File: config.mk
export PLATFORM = sky130hd
export DESIGN_NAME = mmcm_reset_sequencer_flat
export DESIGN_NICKNAME = d
export VERILOG_FILES = /design/src/rtl/mmcm_seq_pkg.sv /design/src/rtl/mmcm_reset_sequencer_if.sv /design/src/rtl/sync_2ff.sv /design/src/rtl/mmcm_reset_sequencer.sv /design/src/flat_wrapper.sv
export SDC_FILE = /design/constraint.sdc
export NUM_CORES = 1
export LEC_CHECK = 0
export BUFFER_PORTS_ARGS = -buffer_cell sky130_fd_sc_hd__clkbuf_2
export CAP_MARGIN = 0
export CORE_ASPECT_RATIO = 0.75
export CORE_UTILIZATION = 40
export CTS_CLUSTER_DIAMETER = 120
export DETAILED_ROUTE_END_ITERATION = 12
export SYNTH_ARGS = -nofsm -noshare
export SYNTH_HDL_FRONTEND = slang
export SYNTH_SLANG_ARGS = --single-unit
File: constraint.sdc
create_clock -name clk_80MHz_i -period 5.1 [get_ports clk_80MHz_i]
set_input_delay 1.02 -clock clk_80MHz_i [delete_from_list [all_inputs] [get_ports clk_80MHz_i]]
set_output_delay 1.02 -clock clk_80MHz_i [all_outputs]
set_load 0.005 [all_outputs]
File: src/rtl/mmcm_seq_pkg.sv
// Shared definitions for the MMCM reset sequencer.
// Provides the state encoding (as driven on state_o), the state_o width and a
// small helper used to size the shared cycle timer.
package mmcm_seq_pkg;

    localparam int unsigned STATE_W = 3;

    typedef enum logic [STATE_W-1:0] {
        ST_RESET_MMCM = 3'd0,
        ST_WAIT_LOCK  = 3'd1,
        ST_STABILIZE  = 3'd2,
        ST_RUN        = 3'd3,
        ST_FAULT      = 3'd4
    } state_e;

    function automatic int unsigned max3(input int unsigned a, input int unsigned b,
                                         input int unsigned c);
        int unsigned m;
        m = a;
        if (b > m) m = b;
        if (c > m) m = c;
        return m;
    endfunction

endpackage

File: src/rtl/mmcm_reset_sequencer_if.sv
// Status/control bundle between the MMCM reset sequencer and its surroundings.
//   mmcm_locked_i   : MMCM LOCKED (asynchronous)
//   restart_i       : single-cycle sequence restart request
//   mmcm_rst_o      : MMCM RST pin
//   sys_rst_o       : active-high synchronous reset for downstream logic
//   ready_o/fault_o : RUN / FAULT indicators
//   state_o         : current state encoding
//   retry_cnt_o     : failed attempts since last lock or restart
//   lock_loss_cnt_o : lock losses seen in RUN (saturating)
// master = the sequencer, slave = the logic around it.
interface mmcm_reset_sequencer_if;
    import mmcm_seq_pkg::*;

    logic               mmcm_locked_i;
    logic               restart_i;
    logic               mmcm_rst_o;
    logic               sys_rst_o;
    logic               ready_o;
    logic               fault_o;
    logic [STATE_W-1:0] state_o;
    logic [7:0]         retry_cnt_o;
    logic [7:0]         lock_loss_cnt_o;

    modport master (
        input  mmcm_locked_i,
        input  restart_i,
        output mmcm_rst_o,
        output sys_rst_o,
        output ready_o,
        output fault_o,
        output state_o,
        output retry_cnt_o,
        output lock_loss_cnt_o
    );

    modport slave (
        output mmcm_locked_i,
        output restart_i,
        input  mmcm_rst_o,
        input  sys_rst_o,
        input  ready_o,
        input  fault_o,
        input  state_o,
        input  retry_cnt_o,
        input  lock_loss_cnt_o
    );

endinterface

File: src/rtl/sync_2ff.sv
// Two-stage synchronizer for a single asynchronous status bit.
//   clk_i : destination clock
//   rst_i : synchronous active-high reset, clears both stages
//   d_i   : asynchronous input
//   q_o   : synchronized output, two cycles of latency
module sync_2ff (
    input  logic clk_i,
    input  logic rst_i,
    input  logic d_i,
    output logic q_o
);

    logic meta_q;
    logic sync_q;

    always_ff @(posedge clk_i) begin
        if (rst_i) begin
            meta_q <= 1'b0;
            sync_q <= 1'b0;
        end else begin
            meta_q <= d_i;
            sync_q <= meta_q;
        end
    end

    assign q_o = sync_q;

endmodule

File: src/rtl/mmcm_reset_sequencer.sv
// Supervises the system MMCM from the free-running 80 MHz board clock: pulses
// MMCM RST, waits for LOCKED, requires LOCKED to stay stable before releasing
// the downstream reset, retries on timeout / glitches and parks the MMCM in
// reset (FAULT) after too many failed attempts.
//   clk_80MHz_i : free-running board clock
//   rst_i       : synchronous active-high reset
//   bus         : status/control bundle (master side)
module mmcm_reset_sequencer
    import mmcm_seq_pkg::*;
#(
    parameter int unsigned RST_PULSE_CYCLES    = 16,
    parameter int unsigned LOCK_TIMEOUT_CYCLES = 80000,
    parameter int unsigned LOCK_STABLE_CYCLES  = 256,
    parameter int unsigned MAX_RETRIES         = 7
) (
    input logic                    clk_80MHz_i,
    input logic                    rst_i,
    mmcm_reset_sequencer_if.master bus
);

    localparam int unsigned CNT_MAX =
        max3(RST_PULSE_CYCLES, LOCK_TIMEOUT_CYCLES, LOCK_STABLE_CYCLES);
    localparam int unsigned CNT_W = (CNT_MAX > 1) ? $clog2(CNT_MAX) : 1;

    localparam logic [CNT_W-1:0] RST_LAST     = CNT_W'(RST_PULSE_CYCLES - 1);
    localparam logic [CNT_W-1:0] TIMEOUT_LAST = CNT_W'(LOCK_TIMEOUT_CYCLES - 1);
    localparam logic [CNT_W-1:0] STABLE_LAST  = CNT_W'(LOCK_STABLE_CYCLES - 1);
    localparam logic [7:0]       RETRY_LIMIT  = 8'(MAX_RETRIES);

    state_e           state_q, state_d;
    logic [CNT_W-1:0] cnt_q, cnt_d;
    logic [7:0]       retry_q, retry_d;
    logic [7:0]       loss_q, loss_d;
    logic             mmcm_rst_q, mmcm_rst_d;
    logic             sys_rst_q, sys_rst_d;
    logic             ready_q, ready_d;
    logic             fault_q, fault_d;
    logic             locked_s;
    logic             fail;

    sync_2ff u_sync_locked (
        .clk_i (clk_80MHz_i),
        .rst_i (rst_i),
        .d_i   (bus.mmcm_locked_i),
        .q_o   (locked_s)
    );

    always_comb begin
        state_d = state_q;
        retry_d = retry_q;
        loss_d  = loss_q;
        fail    = 1'b0;

        if (bus.restart_i) begin
            state_d = ST_RESET_MMCM;
            retry_d = '0;
        end else begin
            unique case (state_q)
                ST_RESET_MMCM: begin
                    if (cnt_q == RST_LAST) state_d = ST_WAIT_LOCK;
                end
                ST_WAIT_LOCK: begin
                    // Lock beats a coincident timeout.
                    if (locked_s)                   state_d = ST_STABILIZE;
                    else if (cnt_q == TIMEOUT_LAST) fail    = 1'b1;
                end
                ST_STABILIZE: begin
                    if (!locked_s) begin
                        fail = 1'b1;
                    end else if (cnt_q == STABLE_LAST) begin
                        state_d = ST_RUN;
                        retry_d = '0;
                    end
                end
                ST_RUN: begin
                    if (!locked_s) begin
                        state_d = ST_RESET_MMCM;
                        retry_d = '0;
                        if (loss_q != 8'hFF) loss_d = loss_q + 8'd1;
                    end
                end
                ST_FAULT: ;
                default: state_d = ST_RESET_MMCM;
            endcase

            if (fail) begin
                retry_d = retry_q + 8'd1;
                state_d = (retry_d == RETRY_LIMIT) ? ST_FAULT : ST_RESET_MMCM;
            end
        end

        // Restart re-arms the timer even when already in RESET_MMCM.
        if (bus.restart_i || (state_d != state_q)) begin
            cnt_d = '0;
        end else if (cnt_q != {CNT_W{1'b1}}) begin
            cnt_d = cnt_q + CNT_W'(1);
        end else begin
            cnt_d = cnt_q;
        end

        // Outputs are registered from the next state so they track state_o.
        mmcm_rst_d = (state_d == ST_RESET_MMCM) || (state_d == ST_FAULT);
        sys_rst_d  = (state_d != ST_RUN);
        ready_d    = (state_d == ST_RUN);
        fault_d    = (state_d == ST_FAULT);
    end

    always_ff @(posedge clk_80MHz_i) begin
        if (rst_i) begin
            state_q    <= ST_RESET_MMCM;
            cnt_q      <= '0;
            retry_q    <= '0;
            loss_q     <= '0;
            mmcm_rst_q <= 1'b1;
            sys_rst_q  <= 1'b1;
            ready_q    <= 1'b0;
            fault_q    <= 1'b0;
        end else begin
            state_q    <= state_d;
            cnt_q      <= cnt_d;
            retry_q    <= retry_d;
            loss_q     <= loss_d;
            mmcm_rst_q <= mmcm_rst_d;
            sys_rst_q  <= sys_rst_d;
            ready_q    <= ready_d;
            fault_q    <= fault_d;
        end
    end

    assign bus.mmcm_rst_o      = mmcm_rst_q;
    assign bus.sys_rst_o       = sys_rst_q;
    assign bus.ready_o         = ready_q;
    assign bus.fault_o         = fault_q;
    assign bus.state_o         = state_q;
    assign bus.retry_cnt_o     = retry_q;
    assign bus.lock_loss_cnt_o = loss_q;

endmodule
File: src/flat_wrapper.sv
// flat-port wrapper written by rule: the top's interface ports become plain ports
module mmcm_reset_sequencer_flat import mmcm_seq_pkg::*;
#(
    parameter int unsigned RST_PULSE_CYCLES    = 16,
    parameter int unsigned LOCK_TIMEOUT_CYCLES = 80000,
    parameter int unsigned LOCK_STABLE_CYCLES  = 256,
    parameter int unsigned MAX_RETRIES         = 7
)
  (clk_80MHz_i, rst_i, bus_mmcm_locked_i, bus_restart_i, bus_mmcm_rst_o, bus_sys_rst_o, bus_ready_o, bus_fault_o, bus_state_o, bus_retry_cnt_o, bus_lock_loss_cnt_o);
  mmcm_reset_sequencer_if bus_i ();
  input logic clk_80MHz_i;
  input logic rst_i;
  input wire logic [$bits(bus_i.mmcm_locked_i)-1:0] bus_mmcm_locked_i;
  input wire logic [$bits(bus_i.restart_i)-1:0] bus_restart_i;
  output wire logic [$bits(bus_i.mmcm_rst_o)-1:0] bus_mmcm_rst_o;
  output wire logic [$bits(bus_i.sys_rst_o)-1:0] bus_sys_rst_o;
  output wire logic [$bits(bus_i.ready_o)-1:0] bus_ready_o;
  output wire logic [$bits(bus_i.fault_o)-1:0] bus_fault_o;
  output wire logic [$bits(bus_i.state_o)-1:0] bus_state_o;
  output wire logic [$bits(bus_i.retry_cnt_o)-1:0] bus_retry_cnt_o;
  output wire logic [$bits(bus_i.lock_loss_cnt_o)-1:0] bus_lock_loss_cnt_o;
  assign bus_i.mmcm_locked_i = bus_mmcm_locked_i;
  assign bus_i.restart_i = bus_restart_i;
  assign bus_mmcm_rst_o = bus_i.mmcm_rst_o;
  assign bus_sys_rst_o = bus_i.sys_rst_o;
  assign bus_ready_o = bus_i.ready_o;
  assign bus_fault_o = bus_i.fault_o;
  assign bus_state_o = bus_i.state_o;
  assign bus_retry_cnt_o = bus_i.retry_cnt_o;
  assign bus_lock_loss_cnt_o = bus_i.lock_loss_cnt_o;
  mmcm_reset_sequencer #(.RST_PULSE_CYCLES(RST_PULSE_CYCLES), .LOCK_TIMEOUT_CYCLES(LOCK_TIMEOUT_CYCLES), .LOCK_STABLE_CYCLES(LOCK_STABLE_CYCLES), .MAX_RETRIES(MAX_RETRIES)) u_core (.clk_80MHz_i(clk_80MHz_i), .rst_i(rst_i), .bus(bus_i));
endmodule
# Yosys cells after proc, flatten, opt, wreduce, memory -nomap -nowiden
# Index checks and enable logic that the tools add are counted.
totals:
  in_bits: 4
  regBits: 42
  wordCells: 60
  output_inout_bits: 23
op_classes:
  muxes: 19
  reduce_logical: 9
  add_sub_neg: 3
  eq_ne: 17
  bitwise: 2
op_table:
  columns: ["cell", "count"]
  rows:
  - ["8-bit 2-to-1 mux", 4]
  - ["3-bit 2-to-1 mux", 8]
  - ["17-bit by 1-bit adder with 17-bit output (second input constant)", 1]
  - ["17-bit == test (second input constant)", 1]
  - ["17-bit by 4-bit == test with 1-bit output (second input constant)", 1]
  - ["17-bit by 8-bit == test with 1-bit output (second input constant)", 1]
  - ["17-bit inequality test (second input constant)", 1]
  - ["8-bit by 1-bit adder with 8-bit output (second input constant)", 2]
  - ["8-bit one-hot mux with 2 select lines", 1]
  - ["3-bit one-hot mux with 5 select lines", 1]
  - ["3-bit by 2-bit == test with 1-bit output (second input constant)", 3]
  - ["3-bit by 2-bit inequality test with 1-bit output (second input constant)", 3]
  - ["8-bit by 3-bit == test with 1-bit output (second input constant)", 1]
  - ["8-bit inequality test (second input constant)", 1]
  - ["4-bit AND reduction", 2]
  - ["3-bit == test (second input constant)", 2]
  - ["3-bit zero test", 2]
  - ["1-bit 2-to-1 mux", 4]
  - ["2-bit OR reduction", 2]
  - ["3-bit by 1-bit == test with 1-bit output (second input constant)", 1]
  - ["3-bit by 1-bit inequality test with 1-bit output (second input constant)", 1]
  - ["3-bit inequality test", 1]
  - ["3-bit nonzero test", 1]
  - ["1-bit logical OR", 2]
  - ["other kinds (2)", 3]

# Logic depth before layout (Yosys ltp)
# Gate-level depths: netlist of the first run.
logic_depth:
  word_depth: 10
  ltp_mapped: 11
  depth_no_buf: 10

# Hierarchy
# A second synthesis of the first run with hierarchy kept.
unflattened:
  cells_unflattened: 242
  hier_area_um2: 2137.0
by_module_without_submodules:
  columns: ["mod", "seq_area_each_um2", "instances", "cells_per_inst", "area_per_inst_um2"]
  rows:
  - ["mmcm_reset_sequencer", 800.8, 1, 238, 2084.5]
  - ["sync_2ff", 40.0, 1, 4, 52.6]

# Worst setup path before layout of the first run
# OpenSTA, ideal clock, no wires.
synth_path:
  path_kind: "input -> register"
  start: "input port bus_restart_i"
  end: "register u_core.cnt_q[0]"
  n_path_buf: 1
  slack_ps: 2829
  setup_ps: 72
  arrival_time_ps: 2199
  stages: 5
  required_ps: 5028
  path_cell_list: "or2_2 > clkbuf_1 > a211oi_1 > nand3_1 > a21oi_1"
synth_via:
  elab_chain_len: 4
synth_lines:
  columns: ["element", "line_no", "rtl"]
  rows:
  - ["start: declaration", "flat_wrapper.sv:14", "input wire logic [$bits(bus_i.restart_i)-1:0] bus_restart_i;"]
  - ["3-bit 2-to-1 mux", "mmcm_reset_sequencer.sv:54", "if (bus.restart_i) begin"]
  - ["3-bit inequality test", "mmcm_reset_sequencer.sv:93", "if (bus.restart_i || (state_d != state_q)) begin"]
  - ["1-bit logical OR (*)", "mmcm_reset_sequencer.sv:93", null]
  - ["2-bit OR reduction (no line) (*)", null, null]
  - ["end signal: assignment", "mmcm_reset_sequencer.sv:120", "cnt_q <= cnt_d;"]
  - ["end: declaration", "mmcm_reset_sequencer.sv:31", "logic [CNT_W-1:0] cnt_q, cnt_d;"]
# Every way passes the cells marked *; elsewhere a longest branch is shown, timed or not.
# A chain may end at the register's enable or synchronous reset.

# Worst setup path after layout of the first run
layout_path:
  start: "register u_core.cnt_q[0]"
  end: "register u_core.cnt_q[13]"
layout_via:
  elab_chain_len: 10
  elab_cells_between_ends: 18
  classes_between: "add/sub (1); eq/ne (5); mux (10); reduce/logical (2)"
layout_lines:
  columns: ["element", "line_no", "rtl"]
  rows:
  - ["17-bit == test", "mmcm_reset_sequencer.sv:65", "else if (cnt_q == TIMEOUT_LAST) fail = 1'b1;"]
  - ["1-bit 2-to-1 mux", "mmcm_reset_sequencer.sv:65", null]
  - ["1-bit 2-to-1 mux", "mmcm_reset_sequencer.sv:64", "if (locked_s) state_d = ST_STABILIZE;"]
  - ["1-bit one-hot mux with 2 select lines", "mmcm_reset_sequencer.sv:58", "unique case (state_q)"]
  - ["1-bit 2-to-1 mux", "mmcm_reset_sequencer.sv:54", null]
  - ["3-bit 2-to-1 mux", "mmcm_reset_sequencer.sv:86", "if (fail) begin"]
  - ["3-bit 2-to-1 mux", "mmcm_reset_sequencer.sv:54", null]
  - ["3-bit inequality test", "mmcm_reset_sequencer.sv:93", null]
  - ["1-bit logical OR", "mmcm_reset_sequencer.sv:93", null]
  - ["2-bit OR reduction (no line)", null, null]
# Several ways; a longest one is shown, not always the timed one. The select of a mux whose other input is x is not followed.

==> results by group, run 1 <==
Min path
  – HP Class: flip-flop to flip-flop
  – HP Start: u_core.u_sync_locked.meta_q$_SDFF_PP0_

Synthesis
  – Seq cells post-synth: 42
  – Yosys Warn Count: 0
  – Synthesized area: 2020 um^2
  – Post-synth EDFFs: 0
  – Top FF cell, synth: dfxtp_1
  – Synth Area per Inst: between 8 and 9 um^2
  – Top cell type by total area after synthesis: dfxtp_1
  – Most common cell in the netlist: dfxtp_1
  – Syn_nets: ~240
  – Post-synthesis sequential area ratio: a little over two fifths
  – Netlist cell types: 39
  – Top cells by area, synth: dfxtp_1, xnor2_1, xor2_1, nor2_1, nand2_1
  – Async set or reset register ratio after synthesis: 0%
  – Share of the synthesized area in the top cell type: 41.7%
  – Most frequent cells after synthesis: dfxtp_1, nor2_1, nand2_1, a21oi_1, nand3_1
  – Cells after synthesis: roughly 230

Clock network
  – CTS tree: done
  – CTS Buffer Depth: 2
  – CTS resizes: 0
  – Clock sinks: 42
  – Clock Latency Late Sink: ~0.30 ns
  – Root Driver: clkbuf_8
  – TritonCTS Buffers: 5
  – CTS H-tree lvls: 2
  – Reg clk slew, reported paths: approximately 0.09 ns
  – Post-CTS setup buffer count: 0
  – Cts hold-fix bufs: 0

STA
  – Max_slew headroom: a little under half
  – Clock Skew: 0.0120 ns
  – Tcrit/Tclk final: between 50% and 60%
  – FMAX: 392 MHz
  – Final hold viol count: 0
  – Least-Margin Pin Slew: between 0.8 and 0.9 ns
  – RSZ-0062 raised after global routing: false
  – Final setup fails: 0
  – Sum Neg Setup Slack: 0 ns
  – Slew Limit Fails: 0
  – Min Clock Period, post-route: around 2.6 ns

Place
  – Port Buffers: 26
  – Hpwl dp: between 2 and 3 mm
  – Placed insts: just over 300
  – RePlAce Congestion: 0.795

Global route
  – Initial antenna violation count: 0
  – Largest net degree at the start of global routing: 15
  – GRT met3 Usage: under 10%
  – Vias in the first global route: 1503
  – Met2 Use GR: a little under a quarter
  – GRT Total Usage: between 15 and 20%
  – First-pass GRT wire length: ~7.3 mm
  – Total gr overflow: 0
  – Gr busiest metal: met1
  – Met1 GRT Util: between 20% and 30%

Critical path
  – Reg2Reg Setup Slack: approximately 2.5 ns
  – CP Data Required Time: around 5.3 ns
  – Setup CP Type: flip-flop to flip-flop
  – Worst path max stage delay: around 0.67 ns
  – Slowest CP cell: nor4_1
  – Critical-path cell list: ha_1 > nand3_1 > nor2_1 > nand2_1 > nor2_1 > ha_1 > nor4_1 > nand4_1 > xor2_1 > nor2_1
  – CP Capture Type: flip-flop
  – Setup crit start kind: flip-flop
  – Crit path from: u_core.cnt_q[0]$_SDFFE_PP0P_
  – CP Buf/Inv Count: 0
  – R2r startpoint: u_core.cnt_q[0]$_SDFFE_PP0P_
  – CP dominant cell by count: nor2_1
  – CP arrival: 2.70 ns
  – Cell family with most CP delay: simple AND/OR/NAND/NOR gates
  – Worst-path fanout max: 9

Routing
  – Routed via count: 1683
  – First-pass DRT Iterations: 4
  – DR WL/cell: between 10 and 15 um
  – Final wirelength: about 4.2 mm
  – ANT nets after route: 0
  – Vias per cell: 5.28
  – # DRC: 0
  – Initial DRC Count: 45

Floorplan
  – Io pins: 27
  – Initial core utilization: between 40% and 50%
  – Horiz. Die Dim: between 80 and 90 um
  – Die ar.: between 5000 and 6000 um^2
  – Core area: 4650 um^2
  – # rows: 21
  – Die extent in y: 63.5 um

Power
  – Maximum VDD drop: approximately 0.15 mV
  – Leak pwr: around 0.82 nW
  – Part of the power in registers: around three fifths
  – Switching Share: 23.3%
  – Int Power: around 0.43 mW
  – Proportion of power drawn by the clock network: 38.9%
  – Psw: 0.131 mW
  – Power Dens Cells: 245 nW/um^2
  – Pwr Total: approximately 0.56 mW
  – Logic gate share of total power: 2.1%

Final layout
  – Layout net count: 270
  – P&R area growth vs syn: 13.3%
  – Share of cells above drive strength 1: roughly 15%
  – Ant diodes: 0
  – Post-route insts no fill: between 300 and 400

Run status
  – Status: completed

Job
  – Max-Cap Viols: 0
[power groups by stage]
stage               registers (mW)  logic (mW)  clock network, mW
floorplan                    0.338     0.00803                  0
global placement             0.338      0.0118                  0
detailed placement           0.338      0.0118                  0
CTS                          0.330      0.0118              0.224
global route                 0.331      0.0132              0.236
finish                       0.330      0.0118              0.217
[stage by stage]
step	utilization [%]	cell area, um^2	hold WS, ns	worst slack, ns
floorplan	-	2020	0.414	2.83
global placement	47.2	2200	0.419	2.47
detailed placement	47.2	2200	0.436	2.42
CTS	49.2	2290	0.458	2.53
global route	49.2	2290	0.470	2.38
finish	49.2	2290	0.452	2.55
[cells by family after synthesis]
group           Yosys count  share of synthesized area, %
simple gates            111                          28.8
fa+ha+maj                 5                          3.10
compound gates           38                          12.3
xor+xnor                 26                          11.3
mux                       2                         0.992
buf+inv                   9                          1.86
flops                    42                          41.7
[final timing paths]
check | cells past startpoint | endpoint
min reg2reg | 1 | u_core.u_sync_locked.q_o$_SDFF_PP0_
max reg2reg | 10 | u_core.cnt_q[13]$_SDFFE_PP0P_
max | 10 | u_core.cnt_q[13]$_SDFFE_PP0P_
min | 1 | u_core.u_sync_locked.q_o$_SDFF_PP0_
[cell type report]
cell class              instances  area (um^2)
clock buffers                   5         68.8
fillers                       452         2360
multi-input cells             182         1140
repair buffers                 26          130
clock inverters                 3         21.3
inverters                       4         15.0
flip-flops and latches         42          841
well taps                      57         71.3
[registers in the layout (all words and copies together), names as in the netlist]
register	flops
u_core.u_sync_locked.meta_q	1
u_core.bus.sys_rst_o	1
u_core.u_sync_locked.q_o	1
u_core.bus.mmcm_rst_o	1
u_core.cnt_q	17
u_core.bus.retry_cnt_o	8
u_core.bus.fault_o	1
u_core.bus.lock_loss_cnt_o	8
u_core.bus.ready_o	1
u_core.bus.state_o	3
[per-layer routing]
metal,vias up,part of all wire [%]
li1,885,-
met1,770,56
met2,26,39
met3,2,4.2
met4,0,0.72
met5,-,0
[cell usage in the layout (no fill, tap or decap), drive strengths merged, types with 3 or more instances in the layout]
cell	instances
or3	3
nor2b	4
nand2	22
inv	4
nand2b	6
xor2	13
ha	5
nor4b	3
xnor2	13
and3	4
nand3	14
nand4	4
a311oi	4
dfxtp	42
a21oi	16
nor4	8
nor2	30
o21ai	4
nor3	8
clkbuf	31
Note: power is estimated with default switching activity, not from simulation.
==> run 2, diff against run 1 <==
--- a/config.mk
+++ b/config.mk
@@ -5,6 +5,7 @@
 export SDC_FILE = /design/constraint.sdc
 export NUM_CORES = 1
 export LEC_CHECK = 0
+export ABC_AREA = 1
 export BUFFER_PORTS_ARGS = -buffer_cell sky130_fd_sc_hd__clkbuf_2
 export CAP_MARGIN = 0
 export CORE_ASPECT_RATIO = 0.75
==> constraint.sdc (replaced) <==
create_clock -name clk_80MHz_i -period 2.25 [get_ports clk_80MHz_i]
set_input_delay 0.45 -clock clk_80MHz_i [delete_from_list [all_inputs] [get_ports clk_80MHz_i]]
set_output_delay 0.45 -clock clk_80MHz_i [all_outputs]
set_load 0.005 [all_outputs]
==> run 2 against run 1 <==
Effect of this change:
- global-route usage is essentially flat
- sequential share of layout area down 5.1 points
- power rose to 2.5 times the previous value
- register-to-register slack worse by 2.4 ns
- die area is 12% higher
- combinational power rose to 3.7 times the previous value
- utilization increased by 0.18 points
- first-iteration DRC count grew 58%
- synthesized area grew 12%
- worst setup slack lost 2.4 ns
- largest power group unchanged
==> results by group, run 2 <==
Critical path
  – FF-to-FF End: u_core.cnt_q[14]$_SDFFE_PP0P_
  – Setup CP Type: flip-flop to flip-flop
  – Worst-path fanout max: 4
  – R2r startpoint: u_core.cnt_q[0]$_SDFFE_PP0P_
  – CP Buf/Inv Count: 3
  – Worst path max stage delay: 0.38 ns
  – Reg2Reg Setup Slack: 0.14 ns
  – Cell family with most CP delay: simple AND/OR/NAND/NOR gates
  – CP Capture Type: flip-flop
  – CP Data Required Time: between 2 and 2.5 ns
  – CP dominant cell by count: inv_1
  – Setup crit start kind: flip-flop
  – R2R cell count: 13
  – CP arrival: 2.29 ns
  – Critical-path cell list: ha_1 > nand2_2 > inv_1 > nand2_2 > nor3_1 > ha_2 > nor2_1 > inv_1 > nor2_4 > inv_1 > nor3_2 > xnor2_1 > nor2_4
  – Slowest CP cell: dfxtp_1

Power
  – Maximum VDD drop: 0.250 mV
  – Psw: around 0.29 mW
  – Power Dens Cells: between 500 and 600 nW/um^2
  – Int Power: approximately 1.1 mW
  – Logic gate share of total power: between 3 and 4%
  – Switching Share: approximately a fifth
  – Proportion of power drawn by the clock network: 43.6%
  – Leak pwr: ~1.1 nW
  – Part of the power in registers: between 50 and 60%
  – Pwr Total: approximately 1.4 mW

Synthesis
  – Post-synth EDFFs: 0
  – Most common cell in the netlist: nor2_1
  – Cells after synthesis: between 300 and 400
  – Share of the synthesized area in the top cell type: approximately 37%
  – Top cell type by total area after synthesis: dfxtp_1
  – Top FF cell, synth: dfxtp_1
  – Async set or reset register ratio after synthesis: 0%
  – Yosys Warn Count: 0
  – Netlist cell types: 30
  – Most frequent cells after synthesis: nor2_1, nand2_1, dfxtp_1, inv_1, nand3_1
  – Synthesized area: 2260 um^2
  – Post-synthesis sequential area ratio: between 30% and 40%
  – Top cells by area, synth: dfxtp_1, nor2_1, nand2_1, nor2_4, inv_1
  – Synth Area per Inst: approximately 7.4 um^2
  – Syn_nets: roughly 320
  – Seq cells post-synth: between 40 and 50

STA
  – Tcrit/Tclk final: between 90 and 100%
  – Least-Margin Pin Slew: between 0.3 and 0.4 ns
  – Final setup fails: 0
  – Final hold viol count: 0
  – Hold Slack: between 0.3 and 0.4 ns
  – Slew Limit Fails: 0
  – FMAX: about 470 MHz
  – Clock Skew: 0.00542 ns
  – Min Clock Period, post-route: approximately 2.1 ns
  – Max_slew headroom: between 70% and 80%

Routing
  – Final wirelength: roughly 4.5 mm
  – Initial DRC Count: slightly above 70
  – ANT nets after route: 0
  – First-pass DRT Iterations: 4
  – Routed via count: around 1900
  – DR WL/cell: roughly 11 um
  – Vias per cell: between 4 and 5
  – # DRC: 0

Final layout
  – Share of cells above drive strength 1: 22.8%
  – Largest Register: u_core.cnt_q
  – Layout net count: around 350
  – P&R area growth vs syn: 17.5%
  – Design area: approximately 2700 um^2
  – Ant diodes: 0
  – Most frequent cells in the layout: nor2_1, nand2_1, dfxtp_1, inv_1, clkbuf_2
  – Reg area: ~840 um^2
  – Most common cell after layout, fill and taps aside: nor2_1
  – Max reg flops: 17
  – FILL cells: 550
  – Area of the multi-input gates: around 1300 um^2

Place
  – RePlAce Congestion: ~0.9
  – Cell Area, Placed: 2500 um^2
  – Port Buffers: 26
  – Hpwl dp: between 3 and 4 mm

Min path
  – Hold Path End: u_core.u_sync_locked.meta_q$_SDFF_PP0_
  – Worst Hold Depth: 3
  – HP Start: bus_mmcm_locked_i
  – HP Class: input port to flip-flop

Clock network
  – Reg clk slew, reported paths: ~0.080 ns
  – Clock Latency Late Sink: 0.29 ns
  – CTS tree: done
  – Root Driver: clkbuf_8
  – CTS Buffer Depth: 2
  – Clock sinks: 42
  – TritonCTS Buffers: 5
  – CTS H-tree lvls: 2

Floorplan
  – Initial core utilization: approximately 42%
  – Core area: 5380 um^2
  – # rows: 23
  – Horiz. Die Dim: around 90 um
  – Die extent in y: about 67 um
  – Io pins: 27
  – Die ar.: around 6000 um^2

Run status
  – Status: completed

Job
  – Max-Cap Viols: 0

Global route
  – Total gr overflow: 0
  – Vias in the first global route: 1703
  – Largest net degree at the start of global routing: 18
  – Initial antenna violation count: 0
  – GRT Total Usage: between 10% and 20%
  – First-pass GRT wire length: approximately 7.7 mm
## run 2: per-stage QoR
step / cells / setup TNS (ns) / util, % / setup WS (ns)
after floorplan: 306 / 0 / - / 0.113
after CTS: 416 / 0 / 48.8 / 0.00479
after global routing: 417 / -0.0610 / 49.4 / -0.0457
final: 417 / 0 / 49.4 / 0.144
after global placement: 409 / 0 / 46.5 / 0.0871
after detailed placement: 409 / -0.0366 / 46.5 / -0.0342
## run 2: worst max path at each step
stage	startpoint	to	slack (ns)	depth (start not counted)
after floorplan	u_core.cnt_q[0]$_SDFFE_PP0P_	u_core.cnt_q[15]$_SDFFE_PP0P_	0.11	15
after global placement	u_core.cnt_q[0]$_SDFFE_PP0P_	u_core.cnt_q[14]$_SDFFE_PP0P_	0.09	13
after detailed placement	u_core.cnt_q[0]$_SDFFE_PP0P_	u_core.cnt_q[14]$_SDFFE_PP0P_	-0.03	13
after CTS	u_core.cnt_q[0]$_SDFFE_PP0P_	u_core.cnt_q[15]$_SDFFE_PP0P_	0.005	14
after global routing	u_core.cnt_q[0]$_SDFFE_PP0P_	u_core.cnt_q[14]$_SDFFE_PP0P_	-0.05	13
final	u_core.cnt_q[0]$_SDFFE_PP0P_	u_core.cnt_q[14]$_SDFFE_PP0P_	0.14	13
## run 2: cells by family (layout without fill, tap and decap cells)
logic type               Yosys count  count (layout)  share of synthesized area [%]
flip-flops                        42              42                           37.2
XOR/XNOR                          17              17                           6.59
AO/OA/AOI/OAI                     27              27                           6.31
AND/OR/NAND/NOR                  170             170                           38.4
buffers and inverters             45              81                           8.80
adder cells (fa/ha/maj)            5               5                           2.77
## run 2: repair_timing
action,in CTS,in global routing
pin swaps,1,1
setup endpoints to repair,3,5
setup buffers,0,1
hold buffers,0,0
gates resized for setup,3,5
## run 2: power groups by stage
stage	clock network (mW)	registers, mW	logic, mW
detailed placement	0	0.766	0.0435
finish	0.611	0.748	0.0431
floorplan	0	0.765	0.0321
global route	0.664	0.749	0.0476
global placement	0	0.766	0.0437
CTS	0.628	0.748	0.0435
## run 2: worst register-to-register path, stage by stage, from the launching register on
cell and delay (ns):
dfxtp_1 0.38, ha_1 0.20, nand2_2 0.07, inv_1 0.09, nand2_2 0.08, nor3_1 0.20
ha_2 0.27, nor2_1 0.07, inv_1 0.12, nor2_4 0.07, inv_1 0.09, nor3_2 0.05
xnor2_1 0.25, nor2_4 0.06
## run 2: layer usage
| metal | track usage (%) | share of wire [%] |
|---|---|---|
| met3 | 4.46 | 3.5 |
| met5 | 0 | 0 |
| met4 | 6.45 | 1.2 |
| met1 | 24.7 | 53 |
| met2 | 24.3 | 43 |
## run 2: layout make-up
type	count	area share (%)
Clock buffer	6	3.11
Clock inverter	1	1.13
Inverter	40	5.65
Sequential cell	42	31.7
Timing Repair Buffer	34	7.63
Tap cell	75	3.53
Multi-Input combinational cell	219	47.3
